--- src/rtl/roc_pkg.sv ---
// Shared constants, pixel type and decoder state encoding for the ROC encoder/decoder pair.
package roc_pkg;

  localparam int IMAGE_SIZE_DEF      = 7;
  localparam int PIXEL_MAX_VALUE_DEF = 255;
  localparam int PIXEL_BITS_DEF      = $clog2(PIXEL_MAX_VALUE_DEF + 1);

  typedef logic [PIXEL_BITS_DEF-1:0] pixel_t;

  typedef enum logic [2:0] {
    ST_IDLE    = 3'd0,
    ST_CLEAR   = 3'd1,
    ST_COLLECT = 3'd2,
    ST_ACK     = 3'd3,
    ST_DONE    = 3'd4
  } roc_dec_state_t;

  // Index width for an image of n pixels, never narrower than one bit.
  function automatic int index_bits(input int n);
    return (n <= 2) ? 1 : $clog2(n);
  endfunction

endpackage

--- src/rtl/roc_rank_value.sv ---
// Rank to pixel value: PIXEL_MAX_VALUE - rank*RANK_STEP, saturating at zero.
module roc_rank_value
  import roc_pkg::*;
#(
  parameter int PIXEL_MAX_VALUE = PIXEL_MAX_VALUE_DEF,
  parameter int PIXEL_BITS      = $clog2(PIXEL_MAX_VALUE + 1),
  parameter int INDEX_BITS      = index_bits(IMAGE_SIZE_DEF),
  parameter int RANK_STEP       = 1
) (
  input  logic [INDEX_BITS:0]   i_rank,
  output logic [PIXEL_BITS-1:0] o_value
);

  localparam int AW = PIXEL_BITS + INDEX_BITS + 1;
  localparam logic [AW-1:0] MAX_W  = AW'(PIXEL_MAX_VALUE);
  localparam logic [AW-1:0] STEP_W = AW'(RANK_STEP);

  logic [AW-1:0] w_product;

  // Widened product so large ranks clamp to zero instead of wrapping.
  always_comb begin
    w_product = AW'(i_rank) * STEP_W;
    if (w_product > MAX_W) begin
      o_value = '0;
    end else begin
      o_value = PIXEL_BITS'(MAX_W - w_product);
    end
  end

endmodule

--- src/rtl/roc_decoder.sv ---
// ROC decoder: rebuilds an image from a rank-ordered pixel index stream over a 4-phase handshake.
module roc_decoder
  import roc_pkg::*;
#(
  parameter int IMAGE_SIZE      = IMAGE_SIZE_DEF,
  parameter int PIXEL_MAX_VALUE = PIXEL_MAX_VALUE_DEF,
  parameter int PIXEL_BITS      = $clog2(PIXEL_MAX_VALUE + 1),
  parameter int INDEX_BITS      = index_bits(IMAGE_SIZE),
  parameter int RANK_STEP       = 1
) (
  input  logic                                  CLK,
  input  logic                                  RST,
  input  logic                                  START,
  input  logic                                  EVENT_VALID,
  input  logic [INDEX_BITS-1:0]                 EVENT_INDEX,
  input  logic                                  END_OF_STREAM,
  output logic                                  EVENT_BUSY,
  output logic [IMAGE_SIZE-1:0][PIXEL_BITS-1:0] IMAGE,
  output logic                                  IMAGE_VALID,
  output logic [INDEX_BITS:0]                   RANK_COUNT,
  output logic                                  INDEX_ERR,
  output logic                                  DUP_ERR
);

  localparam int CW = INDEX_BITS + 1;
  localparam logic [CW-1:0] SIZE_W   = CW'(IMAGE_SIZE);
  localparam logic [CW-1:0] RANK_ONE = CW'(1);

  roc_dec_state_t                        r_state;
  logic                                  r_busy;
  logic [IMAGE_SIZE-1:0][PIXEL_BITS-1:0] r_image;
  logic                                  r_valid;
  logic [CW-1:0]                         r_rank_count;
  logic                                  r_index_err;
  logic                                  r_dup_err;
  logic [IMAGE_SIZE-1:0]                 r_seen;

  logic [PIXEL_BITS-1:0] w_rank_value;
  logic                  w_index_ok;
  logic                  w_full;
  logic                  w_start_clear;

  roc_rank_value #(
    .PIXEL_MAX_VALUE (PIXEL_MAX_VALUE),
    .PIXEL_BITS      (PIXEL_BITS),
    .INDEX_BITS      (INDEX_BITS),
    .RANK_STEP       (RANK_STEP)
  ) u_rank_value (
    .i_rank  (r_rank_count),
    .o_value (w_rank_value)
  );

  assign w_index_ok = ({1'b0, EVENT_INDEX} < SIZE_W);
  assign w_full     = (r_rank_count == SIZE_W);
  // START only restarts from states where the handshake is not in flight.
  assign w_start_clear = START && ((r_state == ST_IDLE) || (r_state == ST_COLLECT) ||
                                   (r_state == ST_DONE));

  // Decoder FSM with registered handshake, image and status outputs.
  always_ff @(posedge CLK) begin
    if (!RST) begin
      r_state      <= ST_IDLE;
      r_busy       <= 1'b1;
      r_image      <= '0;
      r_valid      <= 1'b0;
      r_rank_count <= '0;
      r_index_err  <= 1'b0;
      r_dup_err    <= 1'b0;
      r_seen       <= '0;
    end else begin
      case (r_state)
        ST_IDLE: begin
          r_busy  <= 1'b1;
          r_state <= START ? ST_CLEAR : ST_IDLE;
        end
        ST_CLEAR: begin
          r_busy  <= 1'b0;
          r_state <= ST_COLLECT;
        end
        ST_COLLECT: begin
          if (START) begin
            r_busy  <= 1'b1;
            r_state <= ST_CLEAR;
          end else if (w_full) begin
            // A full image can take no more ranks, so stop before any accept.
            r_busy  <= 1'b1;
            r_valid <= 1'b1;
            r_state <= ST_DONE;
          end else if (EVENT_VALID) begin
            r_busy  <= 1'b1;
            r_state <= ST_ACK;
            if (!w_index_ok) begin
              r_index_err <= 1'b1;
            end else if (r_seen[EVENT_INDEX]) begin
              r_dup_err <= 1'b1;
            end else begin
              r_image[EVENT_INDEX] <= w_rank_value;
              r_seen[EVENT_INDEX]  <= 1'b1;
              r_rank_count         <= r_rank_count + RANK_ONE;
            end
          end else if (END_OF_STREAM) begin
            r_busy  <= 1'b1;
            r_valid <= 1'b1;
            r_state <= ST_DONE;
          end else begin
            r_busy  <= 1'b0;
            r_state <= ST_COLLECT;
          end
        end
        ST_ACK: begin
          if (EVENT_VALID) begin
            r_busy  <= 1'b1;
            r_state <= ST_ACK;
          end else begin
            r_busy  <= 1'b0;
            r_state <= ST_COLLECT;
          end
        end
        ST_DONE: begin
          r_busy  <= 1'b1;
          r_state <= START ? ST_CLEAR : ST_DONE;
        end
        default: begin
          r_busy  <= 1'b1;
          r_state <= ST_IDLE;
        end
      endcase
      // Entering CLEAR wipes the frame so CLEAR itself already shows zeros.
      if (w_start_clear) begin
        r_image      <= '0;
        r_seen       <= '0;
        r_rank_count <= '0;
        r_index_err  <= 1'b0;
        r_dup_err    <= 1'b0;
        r_valid      <= 1'b0;
      end
    end
  end

  assign EVENT_BUSY  = r_busy;
  assign IMAGE       = r_image;
  assign IMAGE_VALID = r_valid;
  assign RANK_COUNT  = r_rank_count;
  assign INDEX_ERR   = r_index_err;
  assign DUP_ERR     = r_dup_err;

endmodule

--- config.mk ---
export PLATFORM = sky130hd
export DESIGN_NAME = roc_decoder
export DESIGN_NICKNAME = d
export VERILOG_FILES = /design/src/rtl/roc_pkg.sv /design/src/rtl/roc_rank_value.sv /design/src/rtl/roc_decoder.sv
export SDC_FILE = /design/constraint.sdc
export NUM_CORES = 1
export LEC_CHECK = 0
export BUFFER_PORTS_ARGS = -buffer_cell sky130_fd_sc_hd__buf_2
export CORE_MARGIN = 3
export CORE_UTILIZATION = 45
export DETAILED_ROUTE_END_ITERATION = 8
export GPL_TIMING_DRIVEN = 1
export PLACE_DENSITY = 0.75
export SLEW_MARGIN = 20
export SYNTH_ARGS = -nofsm -noshare
export SYNTH_HDL_FRONTEND = slang
export SYNTH_SLANG_ARGS = --single-unit
--- constraint.sdc ---
create_clock -name CLK -period 1.5 [get_ports CLK]
set_input_delay 0.075 -clock CLK [delete_from_list [all_inputs] [get_ports CLK]]
set_output_delay 0.075 -clock CLK [all_outputs]
set_load 0.02 [all_outputs]
== Word level (Yosys, flattened, before mapping) ==
Cells that the tools add are included.
Word-level totals
  register bits after elaboration: 74
  input port bits: 8
  output and inout port bits: 64
Cells by class
  $add $sub $neg: 2
  magnitude comparators: 3
  equal/unequal tests: 6
  muxes and demuxes: 24
  bitwise logic cells: 6
  reduce and logical (&&, ||, !) cells: 11
Operators by type and width (number)
  56-bit bitwise mux: 1
  8-bit demux with 3-bit select: 1
  3-bit two-way mux: 5
  3-bit one-hot mux with 5 select lines: 1
  1-bit two-way mux: 12
  6-bit AND reduction: 2
  8-bit two-way mux: 1
  8-bit by 4-bit subtractor with 8-bit output, first input constant: 1
  7-bit bitwise OR: 1
  3-bit by 2-bit equality test with 1-bit output, second input constant: 2
  1-bit NOT: 5
  5-bit AND reduction: 1
  4-bit by 1-bit adder with 4-bit output, second input constant: 1
  4-bit by 3-bit equality test with 1-bit output, second input constant: 1
  3-bit by 4-bit < comparator with 1-bit output, second input constant: 1
  4-bit AND reduction: 1
  1-bit binary-select mux with 3-bit select: 1
  1-bit demux with 3-bit select: 1
  3-bit by 1-bit equality test with 1-bit output, second input constant: 1
  3-bit equality test, second input constant: 1
  3-bit by 1-bit >= comparator with 1-bit output, second input constant: 1
  3-bit zero test: 1
  3-bit < comparator, second input constant: 1
  1-bit one-hot mux with 3 select lines: 1
  other kinds (5): 7

== Depth between registers and ports, before layout ==
  depth in word-level cells: 5
  mapped depth: 6
  mapped depth without buffers: 6

== Modules after synthesis ==
A second synthesis with hierarchy kept.
Unflattened totals
  cells, all modules: 299
  area, all modules: 2906.5 µm²
Modules (own cells, without submodules)
  roc_decoder: times used 1, cells each 290, area each 2857.7 µm²
  roc_rank_value: times used 1, cells each 9, area each 48.8 µm²

== Worst setup path after synthesis ==
No wires, ideal clock.
  kind: reg2reg
  start point: register r_rank_count[3] (netlist: RANK_COUNT[3])
  end point: register r_image (netlist bit IMAGE[24])
  setup time: 86 ps
  arrival time: 1627 ps
  path slack: -213 ps
  stages on the path, launching flop included: 6
  buffers on the path: 0
  clock period less this slack: 1713 ps
  path through: dfxtp_1 nand3b_2 nand3_4 nor4_4 nor2_1 a211oi_1
On the way
  longest elaborated chain between the ends: 3
Ends and longest elaborated chain
  start: declaration: RTL line roc_decoder.sv:33  | logic [CW-1:0] r_rank_count;
  start signal: assignment: RTL line roc_decoder.sv:99  | r_rank_count <= r_rank_count + RANK_ONE;
  4-bit by 3-bit equality test with 1-bit output: RTL line roc_decoder.sv:54  | assign w_full = (r_rank_count == SIZE_W);
  1-bit NOT (no line)
  6-bit AND reduction (no line)
  end signal: indexed assignment: RTL line roc_decoder.sv:97  | r_image[EVENT_INDEX] <= w_rank_value;
  end: declaration: RTL line roc_decoder.sv:31  | logic [IMAGE_SIZE-1:0][PIXEL_BITS-1:0] r_image;
No other way between the ends.
A chain may end at the register's enable or synchronous reset.

== Worst setup path in the final report ==
  start point: register r_state[2]
  end point: register r_image (netlist bit IMAGE[11])
On the way
  longest elaborated chain between the ends: 5
Ends and longest elaborated chain
  start: declaration: RTL line roc_decoder.sv:29  | roc_dec_state_t r_state;
  start signal: assignment: RTL line roc_decoder.sv:74  | r_state <= START ? ST_CLEAR : ST_IDLE;
  start signal: assignment: RTL line roc_decoder.sv:121  | r_state <= START ? ST_CLEAR : ST_DONE;
  3-bit by 2-bit equality test with 1-bit output or 3-bit zero test (tied branches): RTL line roc_decoder.sv:56, roc_decoder.sv:71
  1-bit logical OR (2 in a row): RTL line roc_decoder.sv:56  | assign w_start_clear = START && ((r_state == ST_IDLE) || (r_state == ST_COLLECT) ||
  1-bit logical AND: RTL line roc_decoder.sv:56
  2-bit OR reduction (no line)
Parallel ways exist; a longest one is shown, timed or not.

==> run summary <==
CLOCK NETWORK
--------------------------------------------------------------------------------
Root Buffer Master ................................................     clkbuf_8
Clock buffer depth ................................................            2
Clock tree from TritonCTS .........................................          yes
Clock latency on the worst-skew pair ..............................       310 ps
Number of clock sinks .............................................           53
Number of CTS-inserted buffers ....................................            5
Total number of H-tree levels .....................................            2
Clock-pin transition on the worst setup and hold timing paths .....        90 ps

LAYOUT
--------------------------------------------------------------------------------
Fraction of final layout cells with drive strength greater than 1 .        0.473
Util after Layout .................................................        0.646
P&R area growth vs syn ............................................        36.9%
Fill count ........................................................          423
Count of inserted antenna diode cells .............................            0
Number of nets in the layout ......................................          344
Number of non-filler instances in the completed layout ............          403

YOSYS
--------------------------------------------------------------------------------
Average footprint of a synthesized cell ...........................     9.11 um2
Post-synthesis sequential area ratio ..............................        0.470
Synthesis warning total ...........................................            0
Synthesis-stage register bit count ................................           53
Count of distinct cell types in the synthesized netlist ...........           39
Total nets after synthesis ........................................          257
Mapped Cells ......................................................          248
Netlist area before placement .....................................     2260 um2

WORST SETUP PATH
--------------------------------------------------------------------------------
Worst path cell trace ............................................. nor3b_4 > nand3_4 > buf_6 > nor3_4 > buf_12 > nor2_2 > a211oi_2
Largest delay share family, worst path ............................ simple AND/OR/NAND/NOR gates
Slowest cell on the critical path .................................      dfxtp_2
Setup crit end ....................................................    IMAGE[11]
Startpoint of the lowest-slack register-to-register path ..........   r_state[2]
Number of cell instances on the worst register-to-register path ...            7
Critical Path Fanout Max ..........................................            6
Required time worst endpoint ......................................      1740 ps
Arrival @ worst endpoint ..........................................      1820 ps
Start point of the critical path ..................................   r_state[2]
CP Depth ..........................................................            7
Critical path capture point type ..................................     register
Worst setup slack for register-to-register paths ..................       -80 ps
Crit path buf inv count ...........................................            2
Endpoint of the worst register-to-register path ...................    IMAGE[11]
Largest incremental delay on the critical path ....................       350 ps
Crit start category ...............................................     register
Classification of the worst setup path ............................      reg2reg

ROUTING
--------------------------------------------------------------------------------
Detailed-route via count ..........................................         2018
Total Wirelength ..................................................      5680 um
Detailed-routing iteration count for the pre-antenna-repair pass ..            4
WL per Instance ...................................................      14.1 um
Iteration-0 DRC count of the detailed router ......................           83
# DRC .............................................................            0
Antenna viol nets, final ..........................................            0
Via density per instance ..........................................         5.01

GLOBAL ROUTING
--------------------------------------------------------------------------------
Global-route total usage across every layer .......................        0.191
Number of global-route vias before repair .........................         1987
GR Overflow Total .................................................            0
GRT busiest layer .................................................         met2
Maximum number of pins on one net before global-route repair ......           39
Number of antenna violations at the first check in global routing .            0
GR met1 Demand/Resource ...........................................        0.213
Wire length of the first global-routing pass ......................      9170 um
Met2 usage in global routing ......................................        0.331
Met3 capacity usage during global routing .........................       0.0528

TIMING
--------------------------------------------------------------------------------
Worst hold-check slack ............................................      39.3 ps
Endpoints failing setup ...........................................           20
Worst Tran Pin Value ..............................................       350 ps
Setup clock skew after layout .....................................      7.51 ps
Final critical-path setup slack ...................................     -84.1 ps
Max-slew headroom .................................................        0.766
Ratio of final minimum period to clock period .....................         1.06
Final number of max-transition violations .........................            0
RSZ-0062 raised after global routing ..............................          yes
Maximum clock rate ................................................      631 MHz
Post-layout min period ............................................      1580 ps
Final number of hold-violating endpoints ..........................            0

FLOORPLAN
--------------------------------------------------------------------------------
Die area ..........................................................     5900 um2
Horizontal die dimension ..........................................      76.8 um
Effective utilization at floorplan ................................        0.472
Die span in y .....................................................      76.8 um
Number of rows created at floorplan ...............................           25
# IOs .............................................................           72
Placeable core region .............................................     4790 um2

PLACED DESIGN
--------------------------------------------------------------------------------
Count of port buffers added during placement ......................           71
Last weighted congestion value of the routability-driven placer ...        0.845
Number of placed instances, taps included .........................          378
HPWL reported at the end of detailed placement ....................      3620 um

POWER AND IR DROP
--------------------------------------------------------------------------------
Pleak .............................................................      1.42 nW
Share of power burned in registers ................................        0.593
Portion of total power attributed to combinational logic ..........        0.076
Pwr Density .......................................................   773 nW/um2
Net Sw Power ......................................................       580 uW
Internal power consumption ........................................      1.81 mW
Worst IR Drop VDD .................................................   0.000400 V
Clock network power share .........................................        0.331
Switching fraction of total power .................................        0.243

WORST HOLD PATH
--------------------------------------------------------------------------------
Hold/Removal Path Class ...........................................       in2reg

RUN STATUS
--------------------------------------------------------------------------------
Outcome ........................................................... finished, violations left
Failing checks .................................................... setup timing

RUN
--------------------------------------------------------------------------------
Max-capacitance violation count ...................................            0

## power groups by stage
stage | Clock (mW) | Sequential (mW) | Combinational, mW
2_1_floorplan | 0 | 1.46 | 0.0945
3_3_place_gp | 0 | 1.45 | 0.158
3_5_place_dp | 0 | 1.45 | 0.160
4_1_cts | 0.813 | 1.42 | 0.172
5_1_grt | 0.858 | 1.42 | 0.197
6_report | 0.791 | 1.42 | 0.182
## Yosys cell counts
| cell type | n | share of area |
|---|---|---|
| nor2_1 | 54 | 0.090 |
| a21oi_1 | 11 | 0.024 |
| a22oi_1 | 1 | 0.0033 |
| nor4bb_1 | 1 | 0.0044 |
| o21ai_0 | 2 | 0.0044 |
| mux2i_1 | 10 | 0.044 |
| a21boi_0 | 1 | 0.0033 |
| ha_1 | 1 | 0.0055 |
| nor2b_1 | 1 | 0.0028 |
| nand2_1 | 13 | 0.022 |
| nand4_1 | 2 | 0.0055 |
| o21a_1 | 1 | 0.0033 |
| and2b_1 | 1 | 0.0033 |
| o22ai_1 | 1 | 0.0028 |
| nor4_1 | 1 | 0.0028 |
| nand3_4 | 1 | 0.0078 |
| a211oi_1 | 17 | 0.057 |
| or3_1 | 1 | 0.0028 |
| buf_1 | 1 | 0.0017 |
| nor4_2 | 1 | 0.0055 |
| nand3_1 | 7 | 0.016 |
| nor4_4 | 4 | 0.038 |
| a31oi_1 | 4 | 0.011 |
| clkbuf_1 | 7 | 0.012 |
| dfxtp_1 | 53 | 0.47 |
| o21ai_1 | 2 | 0.0044 |
| nor3b_4 | 1 | 0.0083 |
| nor3_4 | 1 | 0.0072 |
| inv_1 | 10 | 0.017 |
| buf_4 | 23 | 0.076 |
| nand2b_1 | 5 | 0.014 |
| o31ai_1 | 1 | 0.0033 |
| nand3b_2 | 1 | 0.0050 |
| o21ba_2 | 1 | 0.0044 |
| mux2_2 | 1 | 0.0050 |
| nor3_1 | 1 | 0.0022 |
| buf_2 | 1 | 0.0022 |
| and3_1 | 2 | 0.0055 |
| o2111ai_1 | 1 | 0.0039 |
## final cells by class
type / instances / area, um2 / area share
multi-input combinational: 153 / 1080 / 0.350
sequential: 53 / 1070 / 0.347
timing repair buffer: 112 / 729 / 0.236
tap: 67 / 83.8 / 0.0271
clock buffer: 6 / 72.6 / 0.0235
inverter: 10 / 37.5 / 0.0121
clock inverter: 2 / 15.0 / 0.00486
## worst min path at each step
stage / start / to / depth (start not counted)
floorplan: START / r_state[2] / 1
global placement: START / r_state[2] / 2
detailed placement: START / r_state[2] / 2
CTS: EVENT_VALID / EVENT_BUSY / 3
global route: RST / r_state[1] / 3
finish: END_OF_STREAM / EVENT_BUSY / 3
## registers in the layout (all words and copies together), names as in the netlist
signal       cells
DUP_ERR          1
EVENT_BUSY       1
IMAGE           35
IMAGE_VALID      1
INDEX_ERR        1
RANK_COUNT       4
r_seen           7
r_state          3
## through the flow
stage               total power [mW]  worst slack, ps  TNS [ps]  area (um2)
finish                          2.39            -84.1      -749        3090
global route                    2.47             -152     -3350        3090
CTS                             2.40            -96.9     -1100        3010
detailed placement              1.61            -74.8      -533        2720
global placement                1.61            -14.6     -60.6        2720
floorplan                       1.55            -63.5      -389        2300
## cell families after synthesis
logic type | synth area share
adders and majority gates | 0.00554
AOI/OAI and AO/OA | 0.125
DFF | 0.470
muxes | 0.0493
buffers and inverters | 0.109
and+or+nand+nor | 0.242
## per-layer routing
layer,share of wire,vias up
met4,0.031,0
met1,0.40,936
met5,0,-
met3,0.058,15
met2,0.51,68
li1,-,999
## placed cells by master, fill, tap and decap left out, drive strengths merged, types with 2 or more instances in the layout
cell	netlist	final
clkinvlp	0	2
mux2i	10	10
nor4	6	6
a21oi	11	11
and3	2	2
nor3	2	2
nand4	2	2
a31oi	4	4
a211oi	17	17
dfxtp	53	53
nand2	13	13
nand2b	5	5
nand3	8	8
clkbuf	7	6
o21ai	4	4
nor2	54	54
inv	10	10
buf	25	111
## worst min-delay path: cells and delay by family
kind            cells  cell delay (ps)
simple gates        1               40
buf+inv             1               90
compound gates      1              120
## repair_timing
item / in CTS / in global routing
setup endpoints to repair: 24 / 41
buffers inserted: 13 / 2
resized for setup: 17 / 29
gates cloned: 2 / 1
hold buffers: 1 / 0
hold endpoints to repair: 1 / 0
pin swaps: 14 / 15
Power figures use the tool's default switching activity.
